===== config.mk =====
export PLATFORM = sky130hd
export DESIGN_NAME = fp_addsub_exec_pipe
export DESIGN_NICKNAME = d
export VERILOG_FILES = /design/src/rtl/fp_addsub_exec_pipe.sv
export SDC_FILE = /design/constraint.sdc
export NUM_CORES = 1
export LEC_CHECK = 0
export BUFFER_PORTS_ARGS = -buffer_cell sky130_fd_sc_hd__buf_4
export CORE_UTILIZATION = 31
export DETAILED_ROUTE_END_ITERATION = 16
export PLACE_DENSITY = 0.54
export SYNTH_ARGS = -nofsm -noshare
export SYNTH_HDL_FRONTEND = slang
export SYNTH_SLANG_ARGS = --single-unit

===== constraint.sdc =====
create_clock -name CLK -period 5.7 [get_ports CLK]
set_clock_uncertainty 0.2 [all_clocks]
set_input_delay 0.57 -clock CLK [delete_from_list [all_inputs] [get_ports CLK]]
set_output_delay 0.57 -clock CLK [all_outputs]
set_load 0.01 [all_outputs]

===== src/rtl/fp_addsub_exec_pipe.sv =====
`default_nettype none
// ============================================================================
//  Module   : fp_addsub_exec_pipe
//  Function : FP add/sub mantissa execution stage. Resolves effective op and
//             result sign, adds/subtracts aligned mantissas and carries the
//             result through STAGES valid/ready pipeline registers.
//  Option   : FPADDSUB_EXEC_ZERO_DET_EN adds the Zero output and forces +0
//             on exact cancellation.
//  Revision : 1.0  initial release
// ============================================================================
module fp_addsub_exec_pipe #(
   parameter int MAN_W  = 25,
   parameter int STAGES = 2
) (
   input  logic             CLK,
   input  logic             RST,
   input  logic             InValid,
   output logic             InReady,
   input  logic [MAN_W-1:0] Mmax,
   input  logic [MAN_W-1:0] Mmin,
   input  logic             Sa,
   input  logic             Sb,
   input  logic             MaxAB,
   input  logic             OpMode,
   input  logic             G,
   input  logic             PS,
   output logic             OutValid,
   input  logic             OutReady,
   output logic [MAN_W:0]   Sum,
   output logic             PSgn,
   output logic             Opr
`ifdef FPADDSUB_EXEC_ZERO_DET_EN
   ,
   output logic             Zero
`endif
);

   localparam int SUM_W = MAN_W + 1;
`ifdef FPADDSUB_EXEC_ZERO_DET_EN
   localparam int PL_W  = SUM_W + 3;
`else
   localparam int PL_W  = SUM_W + 2;
`endif

   generate
      if (STAGES < 1 || STAGES > 4) begin : g_bad_stages
         $error("fp_addsub_exec_pipe: STAGES must be in 1..4");
      end
   endgenerate

   logic             w_opr;
   logic [SUM_W-1:0] w_addend;
   logic [SUM_W-1:0] w_cin;
   logic [SUM_W-1:0] w_sum;
   logic             w_psgn_raw;
   logic [PL_W-1:0]  w_payload;
   logic             w_adv;
`ifdef FPADDSUB_EXEC_ZERO_DET_EN
   logic             w_zero;
   logic             w_psgn;
`endif

   // The +1 completes the two's complement only when no guard/sticky bits
   // were shifted out; otherwise the borrow is absorbed by those bits.
   always_comb begin
      w_opr      = OpMode ^ Sa ^ Sb;
      w_addend   = w_opr ? ~{1'b0, Mmin} : {1'b0, Mmin};
      w_cin      = {{MAN_W{1'b0}}, w_opr & ~(G | PS)};
      w_sum      = {1'b0, Mmax} + w_addend + w_cin;
      w_psgn_raw = MaxAB ? Sb : Sa;
`ifdef FPADDSUB_EXEC_ZERO_DET_EN
      w_zero     = (w_sum == '0);
      w_psgn     = w_psgn_raw & ~(w_zero & w_opr);
      w_payload  = {w_sum, w_psgn, w_opr, w_zero};
`else
      w_payload  = {w_sum, w_psgn_raw, w_opr};
`endif
   end

   logic            r_vld [STAGES];
   logic [PL_W-1:0] r_pl  [STAGES];

   assign w_adv    = ~r_vld[STAGES-1] | OutReady;
   assign InReady  = w_adv;
   assign OutValid = r_vld[STAGES-1];

`ifdef FPADDSUB_EXEC_ZERO_DET_EN
   assign {Sum, PSgn, Opr, Zero} = r_pl[STAGES-1];
`else
   assign {Sum, PSgn, Opr} = r_pl[STAGES-1];
`endif

   // Global stall: all stages shift together; payload only loads behind a valid.
   always_ff @(posedge CLK or posedge RST) begin
      if (RST) begin
         for (int k = 0; k < STAGES; k++) begin
            r_vld[k] <= 1'b0;
            r_pl[k]  <= '0;
         end
      end else if (w_adv) begin
         r_vld[0] <= InValid;
         if (InValid) begin
            r_pl[0] <= w_payload;
         end
         for (int k = 1; k < STAGES; k++) begin
            r_vld[k] <= r_vld[k-1];
            if (r_vld[k-1]) begin
               r_pl[k] <= r_pl[k-1];
            end
         end
      end
   end

endmodule
`default_nettype wire


==> run summary <==
Status - complete, no violations
Normalized max-slew margin - 0.510
Yosys warns - 0
Combinational power share - 0.433
Placer Congestion - 0.843
Flop pwr share - 0.324
Core area - 12,200 µm²
Share of cells above drive strength 1 - 0.319
RSZ-0062 raised after global routing - false
Syn nets - 491
Pin count of the biggest net entering global routing - 59
Clock Latency Late Sink - 320 ps
Switching pwr - 727 µW
Seq/Total Area, Yosys - 0.368
DP Wirelength - 7.07 mm
Area share of the largest cell type after synthesis - 0.368
Core Util, Final - 0.401
Area contributors post-synth - dfrtp_1 37%, mux2_2 8.6%, xnor2_1 8.4%, ha_1 7.6%, buf_4 5.0%
Commonest cells in the synthesized netlist - 58 x dfrtp_1, 43 x nand2_1, 38 x xnor2_1, 33 x o21ai_0, 30 x mux2_2
R2r setup slk - 3760 ps
Initial DRC count - 74
DRT antenna net count - 0
FF-to-FF Start - OutValid
Share of synthesized registers carrying an async set or reset - 1.00
CP Max Fanout - 25
Worst Path Class, Setup - input port to flop
Predominant post-synthesis flop cell - dfrtp_1
Slew @ Worst Pin - 735 ps
I/O pins - 90
CTS tree - yes
Reg2reg end - r_pl[49]
Leakage Power - 2.27 nW
Die width - 115 µm
Core Rows - 40
CP Data Arrival Time - 3680 ps
Chip Height - 115 µm
CTS Root Cell - clkbuf_16
Finish-stage setup viols - 0
Max VDD drop - 0.145 mV
DRC - 0
Hold buffers post-CTS - 0
Synth area leader - dfrtp_1
Syn Area/Cell - 9.73 µm²
Drt wl/cell - 13.9 µm
Final period util - 0.647
Crit. End Element - flop
Final wirelength - 8.92 mm
Initial antenna violation count - 0
Clock power share - 0.243
Resize count post-CTS - 0
Layout Area Growth over Synthesis - 24.3%
Count leader, synth - dfrtp_1
Nets@finish - 554
Initial Util - 0.323
Number of global-route vias before repair - 2,942
Total number of vias - 3,025
R2R depth - 6
Total CTS buffers - 9
CP endpoint - r_pl[44]
FF+latch count, synth - 58
Die area - 13,200 µm²
Distinct cells, synth - 50
Antenna cells - 0
Worst min-delay path category - input port to async pin
P_int - 1.41 mW
Clock Sinks - 58
Via density - 4.72
Cells after Synth - 405
Max Root-Sink Buffers - 2
Number of H-tree levels - 3
Final hold violations - 0
Tmin final - 3690 ps
Crit path from - OpMode
TNS Setup - 0 ps
Post-Syn Area - 3940 µm²
Number of enable flip-flop cells after synthesis - 0
First-pass GRT wire length - 14.6 mm
Gr usage total - 0.143
Max Cap Viol - 0
Post-CTS Repair Setup Buffers - 0
Startpoint types - input port
Switching part of the total - 0.340
PortBufs - 89
Pwr per Cell Area - 436 nW/µm²
Max Transition Viols Final - 0
PnR worst setup slack - 2010 ps
Router iterations before antenna repair - 5
F_max - 0.271 GHz
Req. time, crit path - 5690 ps
Gr ovfl total - 0
Worst slack at placement - 1650 ps
CTS clk-pin slew, worst paths - 50 ps
state kept, by name (all words and copies together), names as in the netlist:
name / count
r_vld: 1
r_pl: 28
Opr: 1
Sum: 26
PSgn: 1
OutValid: 1
worst max-delay path: stages:
cell and delay, ps:
buf_4 110, xor2_1 310, xnor2_2 150, buf_4 370, or3_1 190, fa_1 190, inv_1 50, fa_1 400
a21o_1 230, a221oi_2 240, o21ai_2 130, a221o_1 350, a21oi_2 150, xor2_1 160, o21ai_1 70
layout make-up:
cell class                 count  area, µm²
fill                        1256       7310
inverter                       7       26.3
clock buffer                  15        298
clock inverter                 1       5.00
sequential                    58       1450
timing repair buffer          93        698
multi-input combinational    299       2210
tap                          168        210
metrics by stage:
stage                     hold slack (ps)  area (µm²)  power, mW  instances
final                                 253        4900       2.14        641
after global routing                  290        4900       2.30        641
after CTS                             265        4900       2.17        641
after detailed placement              250        4600       1.64        625
after global placement                251        4600       1.63        625
after floorplan                       236        3940       1.40        405
power by group through the flow:
stage	Sequential, mW	Clock (mW)	Combinational, mW
after global routing	0.718	0.555	1.03
after global placement	0.702	0	0.925
after floorplan	0.664	0	0.735
after CTS	0.697	0.532	0.938
final	0.691	0.519	0.925
after detailed placement	0.703	0	0.934
logic make-up after synthesis:
group,after synthesis,synth area share
AND/OR/NAND/NOR,89,0.103
multiplexers,31,0.0883
flip-flops,58,0.368
buffers and inverters,48,0.0727
AO/OA/AOI/OAI,104,0.173
XOR/XNOR,49,0.109
adder cells (fa/ha/maj),26,0.0864
worst min path at each step:
stage | to | depth (start not counted) | slack (ps) | startpoint
after floorplan | OutValid | 2 | 240 | r_vld[1]
after global placement | OutValid | 2 | 250 | r_vld[1]
after detailed placement | OutValid | 2 | 250 | r_vld[1]
after CTS | OutValid | 2 | 270 | r_vld[1]
after global routing | OutValid | 2 | 290 | r_vld[1]
final | Sum[2] | 3 | 250 | RST
metal layers:
| metal | wire, µm | vias up | track usage |
|---|---|---|---|
| met5 | 0 | - | 0 |
| met4 | 118 | 0 | 0.0545 |
| met3 | 316 | 9 | 0.0264 |
| met2 | 3860 | 65 | 0.209 |
| met1 | 4620 | 1408 | 0.209 |
| li1 | - | 1543 | - |
layout by cell type (no fill, tap or decap), drive strengths merged, types with 2 or more instances in the layout:
| cell type | synthesis | routed |
|---|---|---|
| a211oi | 2 | 2 |
| a21o | 13 | 13 |
| a21oi | 22 | 22 |
| a221o | 2 | 2 |
| a221oi | 3 | 3 |
| a31oi | 5 | 5 |
| and3 | 6 | 6 |
| buf | 33 | 93 |
| clkbuf | 8 | 15 |
| dfrtp | 58 | 58 |
| fa | 2 | 2 |
| ha | 24 | 24 |
| inv | 7 | 7 |
| mux2 | 30 | 30 |
| nand2 | 43 | 43 |
| nand2b | 2 | 2 |
| nand3 | 3 | 3 |
| nand4 | 5 | 5 |
| nor2 | 16 | 16 |
| nor2b | 3 | 3 |
| nor3 | 6 | 6 |
| nor4 | 2 | 2 |
| o21a | 2 | 2 |
| o21ai | 38 | 38 |
| o21bai | 4 | 4 |
| o31ai | 2 | 2 |
| xnor2 | 38 | 38 |
| xor2 | 11 | 11 |
Power figures use the tool's default switching activity.
